==> config.mk <==
export PLATFORM = sky130hd
export DESIGN_NAME = rgb_dac_sequencer
export DESIGN_NICKNAME = d
export VERILOG_FILES = /design/src/rtl/rgb_seq_pkg.sv /design/src/rtl/rgb_seq_timing.sv /design/src/rtl/rgb_dac_sequencer.sv
export SDC_FILE = /design/constraint.sdc
export NUM_CORES = 1
export LEC_CHECK = 0
export CAP_MARGIN = 20
export CORE_ASPECT_RATIO = 1.25
export CORE_MARGIN = 2
export CORE_UTILIZATION = 54
export DETAILED_ROUTE_END_ITERATION = 6
export HOLD_SLACK_MARGIN = 0.03
export PLACE_DENSITY_LB_ADDON = 0.1
export SKIP_CTS_REPAIR_TIMING = 1
export SLEW_MARGIN = 10
export SYNTH_ARGS = -nofsm -noshare
export SYNTH_HDL_FRONTEND = slang
export SYNTH_HIERARCHICAL = 1
export SYNTH_SLANG_ARGS = --single-unit
export TNS_END_PERCENT = 1
==> constraint.sdc <==
create_clock -name clk -period 3.1 [get_ports clk]
set_clock_uncertainty 0.05 [all_clocks]
set_input_delay 0.62 -clock clk [delete_from_list [all_inputs] [get_ports clk]]
set_output_delay 0.62 -clock clk [all_outputs]
set_load 0.03 [all_outputs]
==> src/rtl/rgb_seq_pkg.sv <==
// Shared types and default 640x480 raster constants for the RGB DAC sequencer.
package rgb_seq_pkg;

  typedef enum logic [1:0] {
    RGB_MODE_BLACK = 2'd0,
    RGB_MODE_BARS  = 2'd1,
    RGB_MODE_RAMP  = 2'd2,
    RGB_MODE_SWEEP = 2'd3
  } rgb_mode_e;

  // Counter width; covers raster totals up to 4095.
  localparam int CNT_W = 12;

  localparam int DEF_H_VIS  = 640;
  localparam int DEF_H_FP   = 16;
  localparam int DEF_H_SYNC = 96;
  localparam int DEF_H_BP   = 48;
  localparam int DEF_V_VIS  = 480;
  localparam int DEF_V_FP   = 10;
  localparam int DEF_V_SYNC = 2;
  localparam int DEF_V_BP   = 33;

  localparam int H_TOTAL = DEF_H_VIS + DEF_H_FP + DEF_H_SYNC + DEF_H_BP;
  localparam int V_TOTAL = DEF_V_VIS + DEF_V_FP + DEF_V_SYNC + DEF_V_BP;

  localparam int H_SYNC_START = DEF_H_VIS + DEF_H_FP;
  localparam int H_SYNC_END   = DEF_H_VIS + DEF_H_FP + DEF_H_SYNC - 1;
  localparam int V_SYNC_START = DEF_V_VIS + DEF_V_FP;
  localparam int V_SYNC_END   = DEF_V_VIS + DEF_V_FP + DEF_V_SYNC - 1;

endpackage

==> src/rtl/rgb_seq_timing.sv <==
// Raster h/v counters with visible-area, sync-window and end-of-frame decode.
module rgb_seq_timing
  import rgb_seq_pkg::*;
#(
  parameter int H_VIS  = DEF_H_VIS,
  parameter int H_FP   = DEF_H_FP,
  parameter int H_SYNC = DEF_H_SYNC,
  parameter int H_BP   = DEF_H_BP,
  parameter int V_VIS  = DEF_V_VIS,
  parameter int V_FP   = DEF_V_FP,
  parameter int V_SYNC = DEF_V_SYNC,
  parameter int V_BP   = DEF_V_BP
) (
  input  logic             clk,
  input  logic             rst_n,
  output logic [CNT_W-1:0] h,
  output logic [CNT_W-1:0] v,
  output logic             vis,
  output logic             hs_act,
  output logic             vs_act,
  output logic             line_end,
  output logic             eof
);

  localparam int HT  = H_VIS + H_FP + H_SYNC + H_BP;
  localparam int VT  = V_VIS + V_FP + V_SYNC + V_BP;
  localparam int HSS = H_VIS + H_FP;
  localparam int HSE = H_VIS + H_FP + H_SYNC - 1;
  localparam int VSS = V_VIS + V_FP;
  localparam int VSE = V_VIS + V_FP + V_SYNC - 1;

  always_ff @(posedge clk or negedge rst_n) begin
    if (!rst_n) begin
      h <= '0;
      v <= '0;
    end else if (line_end) begin
      h <= '0;
      v <= eof ? '0 : v + CNT_W'(1);
    end else begin
      h <= h + CNT_W'(1);
    end
  end

  assign line_end = (h == CNT_W'(HT - 1));
  assign eof      = line_end && (v == CNT_W'(VT - 1));
  assign vis      = (h < CNT_W'(H_VIS)) && (v < CNT_W'(V_VIS));
  assign hs_act   = (h >= CNT_W'(HSS)) && (h <= CNT_W'(HSE));
  assign vs_act   = (v >= CNT_W'(VSS)) && (v <= CNT_W'(VSE));

endmodule

==> src/rtl/rgb_dac_sequencer.sv <==
// VGA-class raster and test-pattern source feeding three 8-bit colour DACs;
// pattern configuration is latched only at end of frame so frames never tear.
module rgb_dac_sequencer
  import rgb_seq_pkg::*;
#(
  parameter int H_VIS    = DEF_H_VIS,
  parameter int H_FP     = DEF_H_FP,
  parameter int H_SYNC   = DEF_H_SYNC,
  parameter int H_BP     = DEF_H_BP,
  parameter int V_VIS    = DEF_V_VIS,
  parameter int V_FP     = DEF_V_FP,
  parameter int V_SYNC   = DEF_V_SYNC,
  parameter int V_BP     = DEF_V_BP,
  parameter bit SYNC_POL = 1'b0
) (
  input  logic       clk,
  input  logic       rst_n,
  input  logic [1:0] mode,
  input  logic [2:0] chan_en,
  output logic [7:0] dr,
  output logic [7:0] dg,
  output logic [7:0] db,
  output logic       hsync,
  output logic       vsync,
  output logic       blank,
  output logic       frame_start,
  output logic [7:0] frame_cnt
);

  localparam int BAR_W = H_VIS / 8;

  function automatic logic [7:0] bar_level(input logic on);
    return on ? 8'hFF : 8'h00;
  endfunction

  logic [CNT_W-1:0] h, v;
  logic             vis, hs_act, vs_act, line_end, eof;

  rgb_seq_timing #(
    .H_VIS (H_VIS),  .H_FP (H_FP),  .H_SYNC (H_SYNC),  .H_BP (H_BP),
    .V_VIS (V_VIS),  .V_FP (V_FP),  .V_SYNC (V_SYNC),  .V_BP (V_BP)
  ) u_timing (
    .clk      (clk),
    .rst_n    (rst_n),
    .h        (h),
    .v        (v),
    .vis      (vis),
    .hs_act   (hs_act),
    .vs_act   (vs_act),
    .line_end (line_end),
    .eof      (eof)
  );

  rgb_mode_e  mode_q;
  logic [2:0] chan_q;
  logic [7:0] frame_cnt_q;
  logic       started;

  // frame_start is suppressed until the first EOF after reset
  always_ff @(posedge clk or negedge rst_n) begin
    if (!rst_n) begin
      mode_q      <= RGB_MODE_BLACK;
      chan_q      <= 3'b111;
      frame_cnt_q <= 8'd0;
      started     <= 1'b0;
    end else if (eof) begin
      mode_q      <= rgb_mode_e'(mode);
      chan_q      <= chan_en;
      frame_cnt_q <= frame_cnt_q + 8'd1;
      started     <= 1'b1;
    end
  end

  logic [CNT_W-1:0] sub_cnt;
  logic [2:0]       bar_cnt;

  // Bar position tracks h without a divider: sub_cnt = h % BAR_W, bar_cnt = h / BAR_W
  always_ff @(posedge clk or negedge rst_n) begin
    if (!rst_n) begin
      sub_cnt <= '0;
      bar_cnt <= 3'd0;
    end else if (line_end) begin
      sub_cnt <= '0;
      bar_cnt <= 3'd0;
    end else if (sub_cnt == CNT_W'(BAR_W - 1)) begin
      sub_cnt <= '0;
      bar_cnt <= bar_cnt + 3'd1;
    end else begin
      sub_cnt <= sub_cnt + CNT_W'(1);
    end
  end

  logic [7:0] pix_r, pix_g, pix_b;
  logic [2:0] bar_code;

  always_comb begin
    pix_r    = 8'h00;
    pix_g    = 8'h00;
    pix_b    = 8'h00;
    bar_code = 3'd7 - bar_cnt;
    case (mode_q)
      RGB_MODE_BARS: begin
        pix_r = bar_level(bar_code[2]);
        pix_g = bar_level(bar_code[1]);
        pix_b = bar_level(bar_code[0]);
      end
      RGB_MODE_RAMP: begin
        pix_r = h[7:0];
        pix_g = h[7:0];
        pix_b = h[7:0];
      end
      RGB_MODE_SWEEP: begin
        pix_r = frame_cnt_q;
        pix_g = frame_cnt_q;
        pix_b = frame_cnt_q;
      end
      default: ;
    endcase
  end

  logic [7:0] dr_p0, dg_p0, db_p0;
  logic       hsync_p0, vsync_p0, vld_p0, fs_p0;

  // Output stage p0: one register for every output keeps them mutually aligned
  always_ff @(posedge clk or negedge rst_n) begin
    if (!rst_n) begin
      dr_p0    <= 8'h00;
      dg_p0    <= 8'h00;
      db_p0    <= 8'h00;
      hsync_p0 <= ~SYNC_POL;
      vsync_p0 <= ~SYNC_POL;
      vld_p0   <= 1'b0;
      fs_p0    <= 1'b0;
    end else begin
      dr_p0    <= vis ? (pix_r & {8{chan_q[2]}}) : 8'h00;
      dg_p0    <= vis ? (pix_g & {8{chan_q[1]}}) : 8'h00;
      db_p0    <= vis ? (pix_b & {8{chan_q[0]}}) : 8'h00;
      hsync_p0 <= hs_act ? SYNC_POL : ~SYNC_POL;
      vsync_p0 <= vs_act ? SYNC_POL : ~SYNC_POL;
      vld_p0   <= vis;
      fs_p0    <= started && (h == '0) && (v == '0);
    end
  end

  assign dr          = dr_p0;
  assign dg          = dg_p0;
  assign db          = db_p0;
  assign hsync       = hsync_p0;
  assign vsync       = vsync_p0;
  assign blank       = ~vld_p0;
  assign frame_start = fs_p0;
  assign frame_cnt   = frame_cnt_q;

endmodule

### Word-level counts from Yosys, hierarchy flattened

Cells that the tools add are included.

* word-level logic and storage cells: 63
* input port bits: 7
* output and inout port bits: 36
* register bits: 81

* reduce and logical (&&, ||, !) cells: 9
* multiplexer cells: 17
* bitwise logic cells: 4
* $lt $le $gt $ge: 6
* equal/unequal tests: 6
* $add $sub $neg: 6

Operator list (number)
* 8-bit case mux with 3 select lines: 3
* 12-bit two-way mux: 4
* 8-bit two-way mux: 6
* 12-bit by 1-bit adder with 12-bit output, second input constant: 3
* 8-bit AND: 3
* 12-bit by 10-bit equality test with 1-bit output, second input constant: 2
* 12-bit zero test: 2
* 12-bit by 7-bit equality test with 1-bit output, second input constant: 1
* 12-bit by 10-bit greater-or-equal comparator with 1-bit output, second input constant: 1
* 12-bit by 9-bit greater-or-equal comparator with 1-bit output, second input constant: 1
* 12-bit by 10-bit <= comparator with 1-bit output, second input constant: 1
* 12-bit by 9-bit <= comparator with 1-bit output, second input constant: 1
* 12-bit by 10-bit less-than comparator with 1-bit output, second input constant: 1
* 12-bit by 9-bit less-than comparator with 1-bit output, second input constant: 1
* 8-bit by 1-bit adder with 8-bit output, second input constant: 1
* 1-bit logical AND: 6
* 3-bit two-way mux: 2
* 2-bit equality test, second input constant: 2
* 3-bit by 1-bit adder with 3-bit output, second input constant: 1
* 3-bit subtractor, first input constant: 1
* 2-bit by 1-bit equality test with 1-bit output, second input constant: 1
* 1-bit two-way mux: 2
* 2-bit nonzero test: 1
* 1-bit inverter: 1

### Logic depth before layout (Yosys ltp)

* depth in word-level cells: 5
* gate-level depth with buffers: 9
* mapped depth without buffers: 8

### Hierarchy

The synthesis kept the hierarchy.

Modules (own cells, without submodules)
* rgb_dac_sequencer: cells each 232, seq. area each 1432.6 um2, times used 1, area each 2436.1 um2
* rgb_seq_timing: cells each 127, seq. area each 600.6 um2, times used 1, area each 1242.4 um2

### Least setup slack after synthesis

No wires, ideal clock.

* kind: register to register
* from: register u_timing.h[6]
* to: register mode_q[0]
* stages on the path, launching flop included: 7
* required time: 2.925 ns
* clock period less this slack: 2.612 ns
* path buffers: 2
* path slack: 0.488 ns
* arrival time: 2.438 ns
* library setup time: 0.125 ns
* path through: dfrtp_1 -> or4_4 -> or3_1 -> buf_6 -> nor2_1 -> clkbuf_1 -> mux2_2

* cells in the longest elaborated chain, start to end: 2

RTL lines
* start, declared: line rgb_seq_timing.sv:16 `output logic [CNT_W-1:0] h,`
* start signal, assigned: line rgb_seq_timing.sv:40 `h <= h + CNT_W'(1);`
* 12-bit by 10-bit equality test with 1-bit output: line rgb_seq_timing.sv:44 `assign line_end = (h == CNT_W'(HT - 1));`
* 1-bit logical AND: line rgb_seq_timing.sv:45 `assign eof = line_end && (v == CNT_W'(VT - 1));`
* named net eof: line rgb_dac_sequencer.sv:37 `logic vis, hs_act, vs_act, line_end, eof;`
* end signal, assigned: line rgb_dac_sequencer.sv:67 `mode_q <= rgb_mode_e'(mode);`
* end, declared: line rgb_dac_sequencer.sv:54 `rgb_mode_e mode_q;`

The timed path passes the listed nets, and every way through them passes these cells.
A chain may end at the register's enable or synchronous reset.

### Worst setup path in the final report

* from: register u_timing.h[6]
* to: register frame_cnt_q[7] (netlist: frame_cnt[7])

* cells in the longest elaborated chain, start to end: 2

RTL lines
* 12-bit by 10-bit equality test with 1-bit output: line rgb_seq_timing.sv:44
* 1-bit logical AND: line rgb_seq_timing.sv:45
* named net eof: line rgb_dac_sequencer.sv:37
* end signal, assigned: line rgb_dac_sequencer.sv:69 `frame_cnt_q <= frame_cnt_q + 8'd1;`
* end, declared: line rgb_dac_sequencer.sv:56 `logic [7:0] frame_cnt_q;`

The timed path passes the listed nets, and every way through them passes these cells.

==> flow_metrics.tcl <==
set metrics [dict create \
    status "completed" \
    hpwl_um 5270 \
    ir_worst_vdd_uv 276 \
    grt_pass1_vias 2660 \
    synth_area_um2 3680 \
    grt_max_degree 82 \
    power_mw 1.90 \
    post_layout_nonfiller_instances 498 \
    fin_area_um2 4400 \
    p_per_area_nw_per_um2 431 \
    overflow 0 \
    post-route-min-period_ns 2.58 \
    start_util_pct 56.0 \
    cp.required_ns 3.32 \
    drive_gt1_share_pct 8.76 \
    synth.avg_cell_area_um2 10.2 \
    grt_usage_pct 21.6 \
    startpoint_type "flop" \
    hold_viol_final 0 \
    clock_sinks 81 \
    arrival_ns 2.80 \
    fmax_ghz 0.387 \
    drt-initial-drc-count 200 \
    yosys.area.top_type "dfrtp_1" \
    crit_fanout 15 \
    clk_path_buf_depth 2 \
    nNetsFinal 420 \
    r2r_start "u_timing/h[6]$_DFF_PN0_" \
    antenna_found_initial 0 \
    synth_seq_cells 81 \
    avgViaCountPerCell 5.74 \
    vias 2858 \
    area_growth_pct 19.5 \
    yosysMostFrequentCell "dfrtp_1" \
    core-area_um2 6570 \
    htreeDepth 3 \
    fp.dieArea_um2 7490 \
    insertion_delay_ns 0.34 \
    route.detailed.wl_per_inst_um 14.9 \
    end_kind "flop" \
    r2r_cells 7 \
    synth_edf_count 0 \
    finalSetupViolations 0 \
    hold_class "primary input to async pin" \
    ys_warn_count 6 \
    synthArstFlopShare_pct 100 \
    maxSlewHeadroom_pct 36.2 \
    drc 0 \
    ant_nets 0 \
    dr.pass1.iters 4 \
    crit_type "flop to flop" \
    fillers 513 \
    regArea_um2 2030 \
    multi_input_area_um2 1550 \
    p_leak_nw 1.86 \
    synthTopCellsByArea "dfrtp_1 52%, a21oi_1 4.9%, o21ai_0 4.6%" \
    slew_violations 0 \
    placement_rows 33 \
    synthFlopType "dfrtp_1" \
    die_w_um 77.8 \
    synthTopCellsByCount "76 x dfrtp_1, 36 x a21oi_1, 34 x o21ai_0" \
    clk_pin_slew_ns 0.08 \
    io_pins 43 \
    r2r-end "frame_cnt[7]$_DFFE_PN0P_" \
    regToRegSetupSlack_ns 0.52 \
    place_area_um2 4180 \
    synth_nets 373 \
    drv_cap 0 \
    tns_ns 0 \
    tritoncts "yes" \
    io_buffers 42 \
    rsz0062_at_grt "false" \
    root_buffer "clkbuf_8" \
    place_inst 482 \
    die_h_um 96.3 \
    cts-buffers-inserted 9 \
    gp_congestion 0.867 \
    wl_um 7440 \
    seq_area_frac_synth_pct 55.3 \
    worstMarginPinSlew_ns 0.957 \
    synth_cell_types 42 \
    holdWs_ns 0.348 \
    synth_cells 359 \
    antenna_cells 0 \
    grt_pass1_wl_um 12500 \
    min_period_over_period_pct 83.3 \
    synth_top_area_share_pct 51.7 \
]
cell usage in the layout (no fill, tap or decap), types with 2 or more instances in the layout:
master,instances
clkbuf_8,9
xnor2_1,16
and2_1,10
clkinvlp_4,2
or3_1,7
dfstp_2,5
o31ai_1,6
and3_1,4
bufinv_16,2
nand2_1,27
xor2_1,9
nor2b_1,3
nand4b_1,2
clkdlybuf4s50_1,41
inv_1,14
nor4_1,7
a21oi_1,36
and3_2,2
mux2_2,6
nor2_1,21
ha_1,7
clkbuf_1,2
or4_1,7
nand3_1,16
nor3_1,7
dfrtp_1,76
nand4_1,13
o21ai_0,34
buf_4,4
critical path, cell delays in order (launching register included):
cell,delay [ns]
dfrtp_1,0.48
or4_4,0.59
or3_1,0.51
nor2_1,0.15
buf_4,0.22
nand4_1,0.19
nor2_1,0.17
xor2_1,0.15
cell type report:
type,instances,share of cell area (%)
Clock inverter,5,1.82
Clock buffer,11,2.99
Sequential cell,81,46.3
Tap cell,87,2.48
Inverter,15,1.28
Timing Repair Buffer,45,10.0
Multi-Input combinational cell,254,35.2
per-layer routing:
metal  GRT usage, %  vias up  share of wire, %
met4           13.5        0               2.8
met3           3.28       16               4.4
li1               -     1373                 -
met2           34.8       90                49
met5              0        -                 0
met1           27.6     1379                44
stage by stage:
step                utilization (%)  worst slack, ns
floorplan                         -            0.488
global placement               63.7            0.602
detailed placement             63.7            0.538
CTS                            67.0            0.522
global route                   67.0            0.307
finish                         67.0            0.518
flip-flops by register name (all words and copies together) (netlist names):
signal and flops:
mode_q 2, started 1, hsync 1, bar_cnt 3, vld_p0 1, vsync 1, sub_cnt 12, frame_start 1
chan_q 3, dg 8, u_timing/h 12, u_timing/v 12, dr 8, frame_cnt 8, db 8
logic make-up (layout without fill, tap and decap cells):
kind of cell,count (synthesis),count (layout),synth area share (%)
xor gates and xnor gates,25,25,5.95
and+or+nand+nor,135,135,19.9
buffers and inverters,24,76,2.72
AOI/OAI and AO/OA,80,80,11.6
adders and majority gates,7,7,2.38
muxes,7,7,2.14
DFF,81,81,55.3
where the power goes:
part           leakage [nW]  internal, mW  total, mW  switching, mW
registers              1.08          1.06       1.06              0
logic                 0.675       0.00633     0.0265         0.0202
clock network        0.0995         0.453      0.814          0.361
how the worst max path moves through the flow:
stage | endpoint | slack (ns) | start | cells past startpoint
6_report | frame_cnt[7]$_DFFE_PN0P_ | 0.52 | u_timing/h[6]$_DFF_PN0_ | 7
5_1_grt | frame_cnt[7]$_DFFE_PN0P_ | 0.31 | u_timing/h[6]$_DFF_PN0_ | 7
4_1_cts | frame_cnt[7]$_DFFE_PN0P_ | 0.52 | u_timing/h[6]$_DFF_PN0_ | 7
3_5_place_dp | frame_cnt[7]$_DFFE_PN0P_ | 0.54 | u_timing/h[6]$_DFF_PN0_ | 7
3_3_place_gp | frame_cnt[7]$_DFFE_PN0P_ | 0.60 | u_timing/h[6]$_DFF_PN0_ | 7
2_1_floorplan | mode_q[0]$_DFFE_PN0P_ | 0.49 | u_timing/h[6]$_DFF_PN0_ | 6
Note: power is estimated with default switching activity, not from simulation.
